**src/rtl/uart_rx_frame_ctrl_pkg.sv**
```systemverilog
// Shared definitions for the UART frame controller: state encoding,
// rejection codes and the link timing the defaults are derived from.
package uart_rx_frame_ctrl_pkg;

    localparam logic [2:0] S_IDLE = 3'd0;
    localparam logic [2:0] S_LEN  = 3'd1;
    localparam logic [2:0] S_DATA = 3'd2;
    localparam logic [2:0] S_CHK  = 3'd3;
    localparam logic [2:0] S_OUT  = 3'd4;

    typedef enum logic [2:0] {
        ST_IDLE = S_IDLE,
        ST_LEN  = S_LEN,
        ST_DATA = S_DATA,
        ST_CHK  = S_CHK,
        ST_OUT  = S_OUT
    } frame_state_t;

    localparam logic [1:0] ERR_NONE = 2'd0;
    localparam logic [1:0] ERR_LEN  = 2'd1;
    localparam logic [1:0] ERR_CHK  = 2'd2;
    localparam logic [1:0] ERR_TMO  = 2'd3;

    localparam logic [7:0] HDR_DEFAULT = 8'hA5;

    // 8N1 framing: start + 8 data + stop = 10 bit times per byte.
    localparam int CLK_HZ            = 50_000_000;
    localparam int COM_BAUD          = 115_200;
    localparam int COM_BITS_PER_BYTE = 10;
    localparam int BYTE_CLKS         = (CLK_HZ / COM_BAUD) * COM_BITS_PER_BYTE;
    localparam int TIMEOUT_DEFAULT   = 10 * BYTE_CLKS;

    // Running frame checksum: plain 8-bit wrapping add.
    function automatic logic [7:0] sum8(input logic [7:0] a, input logic [7:0] b);
        return a + b;
    endfunction

endpackage

```
**src/rtl/uart_rx_frame_ctrl_frame_buf.sv**
```systemverilog
// Payload buffer: register array with one write port and a registered
// read port. Depth is the power of two covered by the address width.
module uart_rx_frame_ctrl_frame_buf
    import uart_rx_frame_ctrl_pkg::*;
#(
    parameter int AW = 4
) (
    input  logic          clk,
    input  logic          rst_n,
    input  logic          we,
    input  logic [AW-1:0] waddr,
    input  logic [7:0]    wdata,
    input  logic [AW-1:0] raddr,
    output logic [7:0]    rdata
);

    logic [7:0] mem [2**AW];

    // Storage array; no reset needed, contents are only read after being written.
    always_ff @(posedge clk) begin
        if (we) begin
            mem[waddr] <= wdata;
        end
    end

    // Registered read so the controller can present data one cycle after addressing it.
    always_ff @(posedge clk or negedge rst_n) begin
        if (!rst_n) begin
            rdata <= '0;
        end else begin
            rdata <= mem[raddr];
        end
    end

endmodule

```
**src/rtl/uart_rx_frame_ctrl.sv**
```systemverilog
// Frame-level receive controller: parses HDR/LEN/payload/CHK from the
// byte receiver, supervises inter-byte silence, and streams one accepted
// payload to the command decoder over valid/ready.
//
//   state | meaning
//   IDLE  | hunting for header byte
//   LEN   | waiting for length byte
//   DATA  | collecting payload bytes into the buffer
//   CHK   | waiting for checksum byte
//   OUT   | streaming accepted payload; incoming bytes are dropped
module uart_rx_frame_ctrl
    import uart_rx_frame_ctrl_pkg::*;
#(
    parameter int         MAX_LEN      = 16,
    parameter logic [7:0] HDR          = HDR_DEFAULT,
    parameter int         TIMEOUT_CLKS = TIMEOUT_DEFAULT
) (
    input  logic       clk,
    input  logic       rst_n,
    input  logic       rx_stb,
    input  logic [7:0] rx_dat,
    output logic       out_valid,
    output logic [7:0] out_data,
    output logic       out_last,
    input  logic       out_ready,
    output logic       frame_ok,
    output logic       frame_err,
    output logic [1:0] err_code,
    output logic [7:0] ovr_cnt,
    output logic       busy
);

    localparam int IW = $clog2(MAX_LEN + 1);
    localparam int BW = (MAX_LEN > 1) ? $clog2(MAX_LEN) : 1;
    localparam int TW = $clog2(TIMEOUT_CLKS);

    localparam logic [IW-1:0] IDX_ONE   = IW'(1);
    localparam logic [BW-1:0] ADDR_ONE  = BW'(1);
    localparam logic [TW-1:0] TMO_LAST  = TW'(TIMEOUT_CLKS - 1);
    localparam logic [7:0]    MAX_LEN_B = 8'(MAX_LEN);

    frame_state_t  state_q, state_nxt;
    logic [IW-1:0] len_q, len_nxt;
    logic [IW-1:0] idx_q, idx_nxt;
    logic [7:0]    sum_q, sum_nxt;
    logic [TW-1:0] tmo_q, tmo_nxt;
    logic          ok_nxt, err_nxt;
    logic [1:0]    code_nxt;
    logic [7:0]    ovr_nxt;

    logic          buf_we;
    logic [BW-1:0] buf_raddr;
    logic [7:0]    buf_rdata;

    logic [7:0]    chk_sum;
    logic [IW-1:0] last_idx;
    logic          in_frame;
    logic          tmo_hit;
    logic          fire;

    assign chk_sum   = sum8(sum_q, rx_dat);
    assign last_idx  = len_q - IDX_ONE;
    assign in_frame  = (state_q == ST_LEN) || (state_q == ST_DATA) || (state_q == ST_CHK);
    assign tmo_hit   = (tmo_q == TMO_LAST);

    assign out_valid = (state_q == ST_OUT);
    assign out_last  = out_valid && (idx_q == last_idx);
    assign out_data  = out_valid ? buf_rdata : 8'h00;
    assign fire      = out_valid && out_ready;
    assign busy      = (state_q != ST_IDLE);

    uart_rx_frame_ctrl_frame_buf #(
        .AW(BW)
    ) u_frame_buf (
        .clk  (clk),
        .rst_n(rst_n),
        .we   (buf_we),
        .waddr(idx_q[BW-1:0]),
        .wdata(rx_dat),
        .raddr(buf_raddr),
        .rdata(buf_rdata)
    );

    // Next-state, datapath updates and pulse requests.
    always_comb begin
        state_nxt = state_q;
        len_nxt   = len_q;
        idx_nxt   = idx_q;
        sum_nxt   = sum_q;
        tmo_nxt   = '0;
        ok_nxt    = 1'b0;
        err_nxt   = 1'b0;
        code_nxt  = err_code;
        ovr_nxt   = ovr_cnt;
        buf_we    = 1'b0;
        buf_raddr = '0;

        // A byte arriving in the timeout cycle takes precedence, so silence is only judged without rx_stb.
        if (in_frame && !rx_stb) begin
            if (tmo_hit) begin
                err_nxt   = 1'b1;
                code_nxt  = ERR_TMO;
                state_nxt = ST_IDLE;
            end else begin
                tmo_nxt = tmo_q + TW'(1);
            end
        end

        case (state_q)
            ST_IDLE: begin
                if (rx_stb && (rx_dat == HDR)) begin
                    state_nxt = ST_LEN;
                end
            end
            ST_LEN: begin
                if (rx_stb) begin
                    sum_nxt = rx_dat;
                    idx_nxt = '0;
                    if (rx_dat > MAX_LEN_B) begin
                        err_nxt   = 1'b1;
                        code_nxt  = ERR_LEN;
                        state_nxt = ST_IDLE;
                    end else begin
                        len_nxt   = rx_dat[IW-1:0];
                        state_nxt = (rx_dat == 8'd0) ? ST_CHK : ST_DATA;
                    end
                end
            end
            ST_DATA: begin
                if (rx_stb) begin
                    buf_we  = 1'b1;
                    sum_nxt = sum8(sum_q, rx_dat);
                    idx_nxt = idx_q + IDX_ONE;
                    if (idx_q == last_idx) begin
                        state_nxt = ST_CHK;
                    end
                end
            end
            ST_CHK: begin
                // buf_raddr stays 0 here so buf[0] is on rdata alongside frame_ok.
                if (rx_stb) begin
                    if (chk_sum == 8'h00) begin
                        ok_nxt    = 1'b1;
                        idx_nxt   = '0;
                        state_nxt = (len_q == '0) ? ST_IDLE : ST_OUT;
                    end else begin
                        err_nxt   = 1'b1;
                        code_nxt  = ERR_CHK;
                        state_nxt = ST_IDLE;
                    end
                end
            end
            ST_OUT: begin
                buf_raddr = idx_q[BW-1:0];
                if (rx_stb && (ovr_cnt != 8'hFF)) begin
                    ovr_nxt = ovr_cnt + 8'd1;
                end
                if (fire) begin
                    if (out_last) begin
                        state_nxt = ST_IDLE;
                    end else begin
                        idx_nxt   = idx_q + IDX_ONE;
                        buf_raddr = idx_q[BW-1:0] + ADDR_ONE;
                    end
                end
            end
            default: begin
                state_nxt = ST_IDLE;
            end
        endcase
    end

    // State, datapath and registered status outputs.
    always_ff @(posedge clk or negedge rst_n) begin
        if (!rst_n) begin
            state_q   <= ST_IDLE;
            len_q     <= '0;
            idx_q     <= '0;
            sum_q     <= '0;
            tmo_q     <= '0;
            frame_ok  <= 1'b0;
            frame_err <= 1'b0;
            err_code  <= ERR_NONE;
            ovr_cnt   <= '0;
        end else begin
            state_q   <= state_nxt;
            len_q     <= len_nxt;
            idx_q     <= idx_nxt;
            sum_q     <= sum_nxt;
            tmo_q     <= tmo_nxt;
            frame_ok  <= ok_nxt;
            frame_err <= err_nxt;
            err_code  <= code_nxt;
            ovr_cnt   <= ovr_nxt;
        end
    end

endmodule

```
**config.mk**
```make
export PLATFORM = sky130hd
export DESIGN_NAME = uart_rx_frame_ctrl
export DESIGN_NICKNAME = d
export VERILOG_FILES = /design/src/rtl/uart_rx_frame_ctrl_pkg.sv /design/src/rtl/uart_rx_frame_ctrl_frame_buf.sv /design/src/rtl/uart_rx_frame_ctrl.sv
export SDC_FILE = /design/constraint.sdc
export NUM_CORES = 1
export LEC_CHECK = 0
export CAP_MARGIN = 20
export CELL_PAD_IN_SITES_DETAIL_PLACEMENT = 1
export CELL_PAD_IN_SITES_GLOBAL_PLACEMENT = 2
export CORE_ASPECT_RATIO = 1.4
export CORE_MARGIN = 2
export CORE_UTILIZATION = 45
export CTS_BUF_LIST = sky130_fd_sc_hd__clkbuf_4 sky130_fd_sc_hd__clkbuf_8
export DETAILED_ROUTE_END_ITERATION = 6
export GPL_ROUTABILITY_DRIVEN = 0
export PLACE_DENSITY = 0.9
export SYNTH_ARGS = -nofsm -noshare
export SYNTH_HDL_FRONTEND = slang
export SYNTH_SLANG_ARGS = --single-unit
```
**constraint.sdc**
```tcl
create_clock -name clk -period 5.35 [get_ports clk]
set_clock_uncertainty 0.05 [all_clocks]
set_input_delay 1.07 -clock clk [delete_from_list [all_inputs] [get_ports clk]]
set_output_delay 1.07 -clock clk [all_outputs]
set_load 0.05 [all_outputs]
```
=== Yosys cells after proc, flatten, opt, wreduce, memory -nomap -nowiden ===
Memory sizes are Yosys's and may differ from the RTL's. A register that Yosys moved wholly into a read port is not among the register bits.
Cells that the tools add are included.

* Register bits: 49
* Memory bits (writable): 128
* Input port bits: 12
* Output and inout port bits: 23
* Logic and storage cells: 103
* Memories: 1

{| class="wikitable"
|+ Memories
! name !! depth !! width !! rd ports !! clocked after Yosys merged registers in !! wr ports !! RTL line !! RTL
|-
| u_frame_buf.mem || 16 || 8 || 1 || 1 || 1 || uart_rx_frame_ctrl_frame_buf.sv:17 || <nowiki>logic [7:0] mem [2**AW];</nowiki>
|}

* Add/subtract/negate cells: 6
* Order comparisons: 1
* Eq/ne operators: 14
* Muxes and demuxes: 51
* Bitwise gates (word level): 1
* Reductions and logical operators: 20

{| class="wikitable"
|+ Operators by type and width
! operator !! number
|-
| $mux 3 || 11
|-
| $mux 16 || 2
|-
| $mux 5 || 6
|-
| $mux 8 || 3
|-
| $pmux 5 s4 || 1
|-
| $add 16x1->16 const B || 1
|-
| $eq 16x16->1 const B || 1
|-
| $logic_not 8->1 || 2
|-
| $pmux 8 s2 || 1
|-
| $pmux 3 s5 || 1
|-
| $mux 1 || 14
|-
| $mux 2 || 7
|-
| $mux 4 || 3
|-
| $add 8x1->8 const B || 1
|-
| $add 8x8->8 || 1
|-
| $eq 8x8->1 const B || 1
|-
| $gt 8x5->1 const B || 1
|-
| $ne 2x2->1 const B || 4
|-
| $ne 8x8->1 const B || 1
|-
| $reduce_and 7->1 || 1
|-
| $eq 3x2->1 const B || 2
|-
| $reduce_and 3->1 || 2
|-
| $add 5x1->5 const B || 1
|-
| $eq 5x5->1 || 1
|-
| other kinds (17) || 24
|}

=== Logic depth before layout (Yosys ltp) ===
Gate-level depths: netlist of the first run.

* Word-level depth: 8
* Depth in mapped cells: 13
* Depth with buffers taken out: 12

=== By module ===
A second synthesis of the first run with hierarchy kept.

* Cell total of the unflattened synthesis: 567
* Area, all modules: 8379.3 um^2

{| class="wikitable"
|+ By module, submodules not included
! module !! instances !! cells each !! area an instance (um^2) !! sequential area each (um^2)
|-
| uart_rx_frame_ctrl_frame_buf || 1 || 229 || 5187.5 || 4043.9
|-
| uart_rx_frame_ctrl || 1 || 338 || 3191.8 || 1226.2
|}

=== Least setup slack after synthesis of the first run ===
Ideal clock, no wire load.

* Path kind: input-to-reg
* Start point: input port rx_dat[0]
* End point: register idx_q[3]
* Library setup time: 0.121 ns
* Arrival: 3.405 ns
* Data required time: 5.179 ns
* Setup slack: 1.774 ns
* Stages on the path: 12
* Path buffers: 0
* Path through: ha_1 > inv_1 > fa_1 > nor2b_1 > o21ai_0 > a21boi_0 > nor2_1 > or3_1 > nor4_1 > a21oi_1 > o21ai_0 > nand2_1

* Word-level cells in the longest chain between the ends: 4

{| class="wikitable"
|+ Ends and longest elaborated chain
! item !! RTL line !! RTL
|-
| start: declaration || uart_rx_frame_ctrl.sv:21 || <nowiki>input logic [7:0] rx_dat,</nowiki>
|-
| $add 8x8->8 || uart_rx_frame_ctrl_pkg.sv:35 || <nowiki>return a + b;</nowiki>
|-
| $logic_not 8->1 || uart_rx_frame_ctrl.sv:142 || <nowiki>if (chk_sum == 8'h00) begin</nowiki>
|-
| $ne 2x1->1 (no line) || -- ||
|-
| $reduce_and 7->1 (no line) || -- ||
|-
| end signal: assignment || uart_rx_frame_ctrl.sv:188 || <nowiki>idx_q <= idx_nxt;</nowiki>
|-
| end: declaration || uart_rx_frame_ctrl.sv:44 || <nowiki>logic [IW-1:0] idx_q, idx_nxt;</nowiki>
|}

Every way passes these cells.
A chain may end at the register's enable or synchronous reset.

=== Worst setup path after layout of the first run ===
* Start point: register len_q[0]
* End point: output port out_last

* Word-level cells in the longest chain between the ends: 3

{| class="wikitable"
|+ Ends and longest elaborated chain
! item !! RTL line !! RTL
|-
| start: declaration || uart_rx_frame_ctrl.sv:43 || <nowiki>logic [IW-1:0] len_q, len_nxt;</nowiki>
|-
| start signal: assignment || uart_rx_frame_ctrl.sv:187 || <nowiki>len_q <= len_nxt;</nowiki>
|-
| $sub 5x1->5 || uart_rx_frame_ctrl.sv:62 || <nowiki>assign last_idx = len_q - IDX_ONE;</nowiki>
|-
| $eq 5x5->1 || uart_rx_frame_ctrl.sv:67 || <nowiki>assign out_last = out_valid && (idx_q == last_idx);</nowiki>
|-
| $logic_and 1x1->1 || uart_rx_frame_ctrl.sv:67 ||
|-
| end: declaration || uart_rx_frame_ctrl.sv:24 || <nowiki>output logic out_last,</nowiki>
|}

Every way passes these cells.

==> results of run 1 <==
logic make-up (layout without fill, tap and decap cells):
group / Yosys count / after routing / synth area share
buffers and inverters: 51 / 109 / 0.0275
multiplexers: 38 / 38 / 0.0449
AO/OA/AOI/OAI: 160 / 160 / 0.137
AND/OR/NAND/NOR: 225 / 225 / 0.124
flip-flops: 185 / 185 / 0.614
XOR/XNOR: 29 / 29 / 0.0296
adder cells (fa/ha/maj): 15 / 15 / 0.0227
path summary, 6_finish.rpt:
| kind | startpoint | cells after the start | slack [ns] | end |
|---|---|---|---|---|
| min reg2reg | ovr_cnt[5] | 1 | 0.46 | ovr_cnt[5] |
| max | len_q[0] | 8 | 1.09 | out_last |
| max reg2reg | len_q[0] | 11 | 1.34 | u_frame_buf.rdata[4] |
| max in group asynchronous | rst_n | 2 | 4.04 | frame_ok |
| min | ovr_cnt[5] | 1 | 0.46 | ovr_cnt[5] |
| min in group asynchronous | rst_n | 2 | 0.68 | ovr_cnt[1] |
power groups by stage:
stage	combinational [mW]	clock (mW)	sequential (mW)
2_1_floorplan	0.463	0	1.74
3_5_place_dp	0.791	0	1.69
5_1_grt	0.857	1.05	1.67
6_report	0.789	0.991	1.66
4_1_cts	0.795	1.00	1.66
3_3_place_gp	0.757	0	1.68
per-layer routing:
| layer | up-vias | global-route usage | part of all wire |
|---|---|---|---|
| li1 | 2729 | - | - |
| met1 | 3048 | 0.269 | 0.37 |
| met2 | 160 | 0.437 | 0.55 |
| met3 | 59 | 0.0388 | 0.043 |
| met4 | 0 | 0.125 | 0.042 |
| met5 | - | 0 | 0 |
synthesized netlist by cell type, drive strengths merged (2+ instances only):
cell type and count:
a211oi 3, a21boi 3, a21o 6, a21oi 45
a221o 7, a221oi 18, a22o 2, a22oi 3
a31oi 3, a32oi 14, and2 3, and3 18
buf 13, clkbuf 19, dfrtp 57, edfxtp 128
ha 14, inv 18, mux2 4, mux2i 34
nand2 84, nand2b 6, nand3 19, nand3b 2
nand4 4, nor2 50, nor2b 4, nor3 12
nor3b 4, nor4 3, o2111ai 2, o211a 2
o211ai 7, o21ai 22, o21ba 7, o22ai 7
o31ai 2, or3 8, or4 3, xnor2 15
xor2 14
per-stage QoR:
step                instance area [µm²]  setup WS, ns
detailed placement                 9240         0.840
global placement                   9240          1.02
finish                             9670          1.09
floorplan                          8590          1.77
CTS                                9670          1.05
global route                       9670         0.903
final cells by class:
type / count / area, µm² / share of cell area
Clock inverter: 15 / 190 / 0.0197
Clock buffer: 17 / 234 / 0.0242
Tap cell: 244 / 305 / 0.0316
Sequential cell: 185 / 5270 / 0.545
Timing Repair Buffer: 58 / 515 / 0.0533
Multi-Input combinational cell: 467 / 3080 / 0.319
Inverter: 19 / 71.3 / 0.00738
state kept, by name (all words and copies together), names as in the netlist:
name / flops
idx_q: 5
u_frame_buf.rdata: 8
ovr_cnt: 8
tmo_q: 16
state_q: 3
len_q: 5
sum_q: 8
frame_ok: 1
err_code: 2
u_frame_buf.mem: 128
frame_err: 1
layout by cell type, fill, tap and decap left out, types with 3 or more instances in the layout:
master             n
nor2_1            50
a22oi_1            3
mux2_2             4
o22ai_1            7
a32oi_1           14
buf_4             24
nand2b_1           6
and3_1            18
or3_1              8
and2_1             3
nor4_1             3
a221oi_1          18
inv_6              5
inv_8              3
mux2i_1           34
a31oi_1            3
edfxtp_1         128
nor3b_1            4
or4_1              3
nand3_1           19
xnor2_1           15
nor2b_1            4
a21oi_1           42
clkbuf_8          17
a211oi_1           3
nor3_1            10
nand2_1           84
o21ba_1            7
o211ai_1           7
a21o_1             5
ha_1              14
clkinv_8           3
clkdlybuf4s50_1   33
a21boi_0           3
nand4_1            4
a221o_1            7
o21ai_0           21
inv_1             18
dfrtp_1           57
xor2_1            14
==> impl_metrics.toml, run 1 <==
[outcome]
status = "finished, final reports clean"

[grt]
antenna_found_initial = 0
grt_usage = 0.241
grt_pass1_vias = 6649
grt-ovfl-total = 0
grt_max_degree = 58
grt_pass1_wl_um = 37000

[timing]
max-slew-margin-rel = 0.325
tns_ns = 0
clock.fmax_mhz = 235
rsz0062_at_grt = "false"
period_minus_slack_ns = 4.26
hold_viol_final = 0
worst_hold_slack_ns = 0.465
worst_pin_slew_ns = 1.01
slew_violations = 0
setup-violations-final = 0
period_share = 0.796

[power]
pwr-share-comb = 0.230
total_power_mw = 3.44
switchingPower_mw = 1.16
p_per_area_nw_per_um2 = 355
pwr-share-clk = 0.288
power.share.sequential = 0.482
p_int_mw = 2.27
p_sw_frac = 0.338
ir_drop_mv = 0.153
p_leak_nw = 3.77

[cts]
clock-root-buffer = "clkbuf_8"
cts_hold_buf = 0
cts_buffers = 17
cts_tree = "done"
cts_buffer_depth = 2
clkLatencyLatePin_ns = 0.49
postCtsSetupBuffers = 0
clock_sinks = 185
path_clk_slew_ns = 0.11
cts_resized = 0
ctsHtreeMaxLevel = 4

[floorplanning]
dieArea_um2 = 20200
rows = 59
die_w_um = 121
start_util = 0.460
core_um2 = 18700
pin_count = 35
dieHeight_um = 167

[setup_path]
crit_fanout = 6
cpPeakStageDelay_ns = 0.83
critPathKind = "reg2out"
worstPathRequired_ns = 4.23
crit_chain = "inv_1, ha_1, nand2b_1, o211a_1, o31ai_4, nand2_1, nor2_1, clkdlybuf4s50_1"
path_buf_inv = 2
slowest_stage = "clkdlybuf4s50_1"
critical_path.top_delay_family = "buffers and inverters"
cp-start-kind = "flip-flop"
worstPathArrival_ns = 3.14
worstSetupEndpointType = "output pin"

[logic_synthesis]
ys_ff_latch = 185
synth_top_area_cell = "edfxtp_1"
avgSynthCellArea_um2 = 12.2
synth_area_um2 = 8590
yosysTopAreaCellShare = 0.448
syn_nets = 730
synthArstFlopShare = 0.308
synth_cell_type_count = 64
synth-edff-count = 128
synth_cells = 703
synthTopCellsByArea = "edfxtp_1 45%, dfrtp_1 17%, mux2i_1 4.0%"
synth_seq_area_share = 0.614
synthFlopType = "edfxtp_1"
yosysWarnings = 0

[finish]
fin_nets = 775
final_cells = 1005
fillerInstances = 1927
drive_above_1_share = 0.0933
antenna_cells = 0
final_core_util = 0.518
area_delta_synth_final_pct = 12.6

[drt]
drt_pass1_iterations = 6
dr.first_iter.drc_count = 391
vias = 5996
detail-route-antenna-nets = 0
vias_per_cell = 5.97
drc_errors = 0
wl_per_cell_um = 23.0
drt_wl_total_um = 23100

[placement]
dp_cells = 973
hpwl_um = 15900
port_buffers = 34

[hold_path]
holdCritPathClass = "reg2reg"

[flow_run]
max-cap-violations = 0
No activity file was read; power rests on OpenSTA's default activity.
==> run 2: changes to the inputs <==
--- a/config.mk
+++ b/config.mk
@@ -10,11 +10,11 @@
 export CELL_PAD_IN_SITES_GLOBAL_PLACEMENT = 2
 export CORE_ASPECT_RATIO = 1.4
 export CORE_MARGIN = 2
-export CORE_UTILIZATION = 45
+export CORE_UTILIZATION = 44
 export CTS_BUF_LIST = sky130_fd_sc_hd__clkbuf_4 sky130_fd_sc_hd__clkbuf_8
 export DETAILED_ROUTE_END_ITERATION = 6
 export GPL_ROUTABILITY_DRIVEN = 0
-export PLACE_DENSITY = 0.9
+export PLACE_DENSITY = 0.88
 export SYNTH_ARGS = -nofsm -noshare
 export SYNTH_HDL_FRONTEND = slang
 export SYNTH_SLANG_ARGS = --single-unit
==> constraint.sdc (replaced) <==
create_clock -name clk -period 4.3 [get_ports clk]
set_clock_uncertainty 0.05 [all_clocks]
set_input_delay 0.86 -clock clk [delete_from_list [all_inputs] [get_ports clk]]
set_output_delay 0.86 -clock clk [all_outputs]
set_load 0.05 [all_outputs]
==> run 2 against run 1 <==
Global-route usage up 0.20 points; design area up 1.6%; final cell count up 2.4%; clock-buffer cell count up 1; largest power group unchanged.
==> impl_metrics.toml, run 2 (synthesis gave the netlist of run 1 again) <==
[cts]
ctsHtreeMaxLevel = 4
cts_resized = 0
clock_sinks = 185
clock-root-buffer = "clkbuf_8"
clkLatencyLatePin_ns = 0.48
path_clk_slew_ns = 0.11
cts_hold_buf = 0
cts_buffers = 17
cts_buffer_depth = 2
cts_tree = "done"
postCtsSetupBuffers = 0

[finish]
area_delta_synth_final_pct = 14.3
layout_common_cells = "128 x edfxtp_1, 84 x nand2_1, 57 x dfrtp_1"
final_cells = 1029
layout_commonest_cell = "edfxtp_1"
antenna_cells = 0
largest-register = "u_frame_buf.mem"
largest_reg_flops = 128
final_cell_area_um2 = 9820
fin_nets = 795
fillerInstances = 2043
drive_above_1_share = 0.117
reg.largest.list = "u_frame_buf.mem x128, tmo_q x16"

[floorplanning]
pin_count = 35
start_util = 0.447
dieHeight_um = 169
rows = 60
dieArea_um2 = 20700
core_um2 = 19200
die_w_um = 122

[timing]
clock.fmax_mhz = 251
max-slew-margin-rel = 0.526
tns_ns = 0
period_minus_slack_ns = 3.99
worst_pin_slew_ns = 0.709
hold_viol_final = 0
period_share = 0.927
slew_violations = 0
worst_hold_slack_ns = 0.202
setup-violations-final = 0
rsz0062_at_grt = "false"

[setup_path]
cpPeakStageDelay_ns = 0.82
critPathCapture = "out_last"
worstPathRequired_ns = 3.39
ff2ff_setup_slack_ns = 0.66
critPathKind = "reg2out"
worstSetupEndpointType = "output pin"
r2r_end = "u_frame_buf.rdata[4]"
crit_fanout = 6
slowest_stage = "clkdlybuf4s50_1"
setup.worst_path.start = "len_q[1]"
worstPathArrival_ns = 3.08
r2r_cells = 12
crit_chain = "inv_1, ha_1, nand2b_1, o211a_1, o31ai_4, nand2_1, nor2_1, clkdlybuf4s50_1"
rr_startpoint = "len_q[1]"
cp-start-kind = "flip-flop"

[placement]
dp_cells = 996
port_buffers = 34
hpwl_um = 16700
placed_area_um2 = 9400

[power]
p_per_area_nw_per_um2 = 435
ir_drop_mv = 0.175
p_leak_nw = 3.87

[flow_run]
max-cap-violations = 0

[grt]
grt_usage = 0.243
grt_pass1_vias = 6643
antenna_found_initial = 0
grt_max_degree = 42
grt-ovfl-total = 0
grt_pass1_wl_um = 37500

[drt]
drt_pass1_iterations = 4
dr.first_iter.drc_count = 471
drc_errors = 0
vias_per_cell = 5.98
wl_per_cell_um = 23.1
detail-route-antenna-nets = 0
drt_wl_total_um = 23800
vias = 6153

[hold_path]
holdCritPathClass = "in2async"

[outcome]
status = "finished, final reports clean"
-- run 2: metal layers --
metal | wire, µm | vias up | GRT usage
li1 | - | 2763 | -
met1 | 9420 | 3212 | 0.281
met2 | 12600 | 134 | 0.435
met3 | 900 | 44 | 0.0440
met4 | 839 | 0 | 0.108
met5 | 0 | - | 0
-- run 2: how the worst min path moves through the flow --
stage / startpoint / to / slack (ns) / depth (start not counted)
2_1_floorplan: tmo_q[0] / tmo_q[0] / 0.40 / 1
3_3_place_gp: tmo_q[0] / tmo_q[0] / 0.42 / 1
3_5_place_dp: tmo_q[0] / tmo_q[0] / 0.43 / 1
4_1_cts: ovr_cnt[5] / ovr_cnt[5] / 0.46 / 1
5_1_grt: rst_n / u_frame_buf.rdata[2] / 0.20 / 1
6_report: rst_n / u_frame_buf.rdata[2] / 0.20 / 1
-- run 2: metrics by stage --
stage                     utilization  power (mW)  worst slack (ns)
after floorplan                     -        2.74             0.934
after global placement          0.489        3.07             0.252
after detailed placement        0.489        3.11             0.108
after CTS                       0.510        4.29             0.286
after global routing            0.511        4.44             0.141
final                           0.511        4.27             0.314
-- run 2: final cells by class --
class	instances	area (µm²)	share of cell area
Clock buffer	18	248	0.0252
Sequential cell	185	5270	0.537
Timing Repair Buffer	78	688	0.0701
Clock inverter	14	149	0.0152
Multi-Input combinational cell	467	3080	0.314
Tap cell	248	310	0.0316
Inverter	19	71.3	0.00726
-- run 2: power breakdown --
group	switching (mW)	total [mW]	internal [mW]	leakage [nW]
registers	0.0789	2.06	1.98	1.88
logic	0.651	1.01	0.361	1.79
clock network	0.697	1.20	0.500	0.198
total	1.43	4.27	2.84	3.87
-- run 2: critical path: cells and delay by family, from the launching register on --
kind,cells,cell delay [ns]
simple gates,3,0.47
flops,1,0.46
compound gates,2,0.58
buf+inv,2,0.89
fa+ha+maj,1,0.20
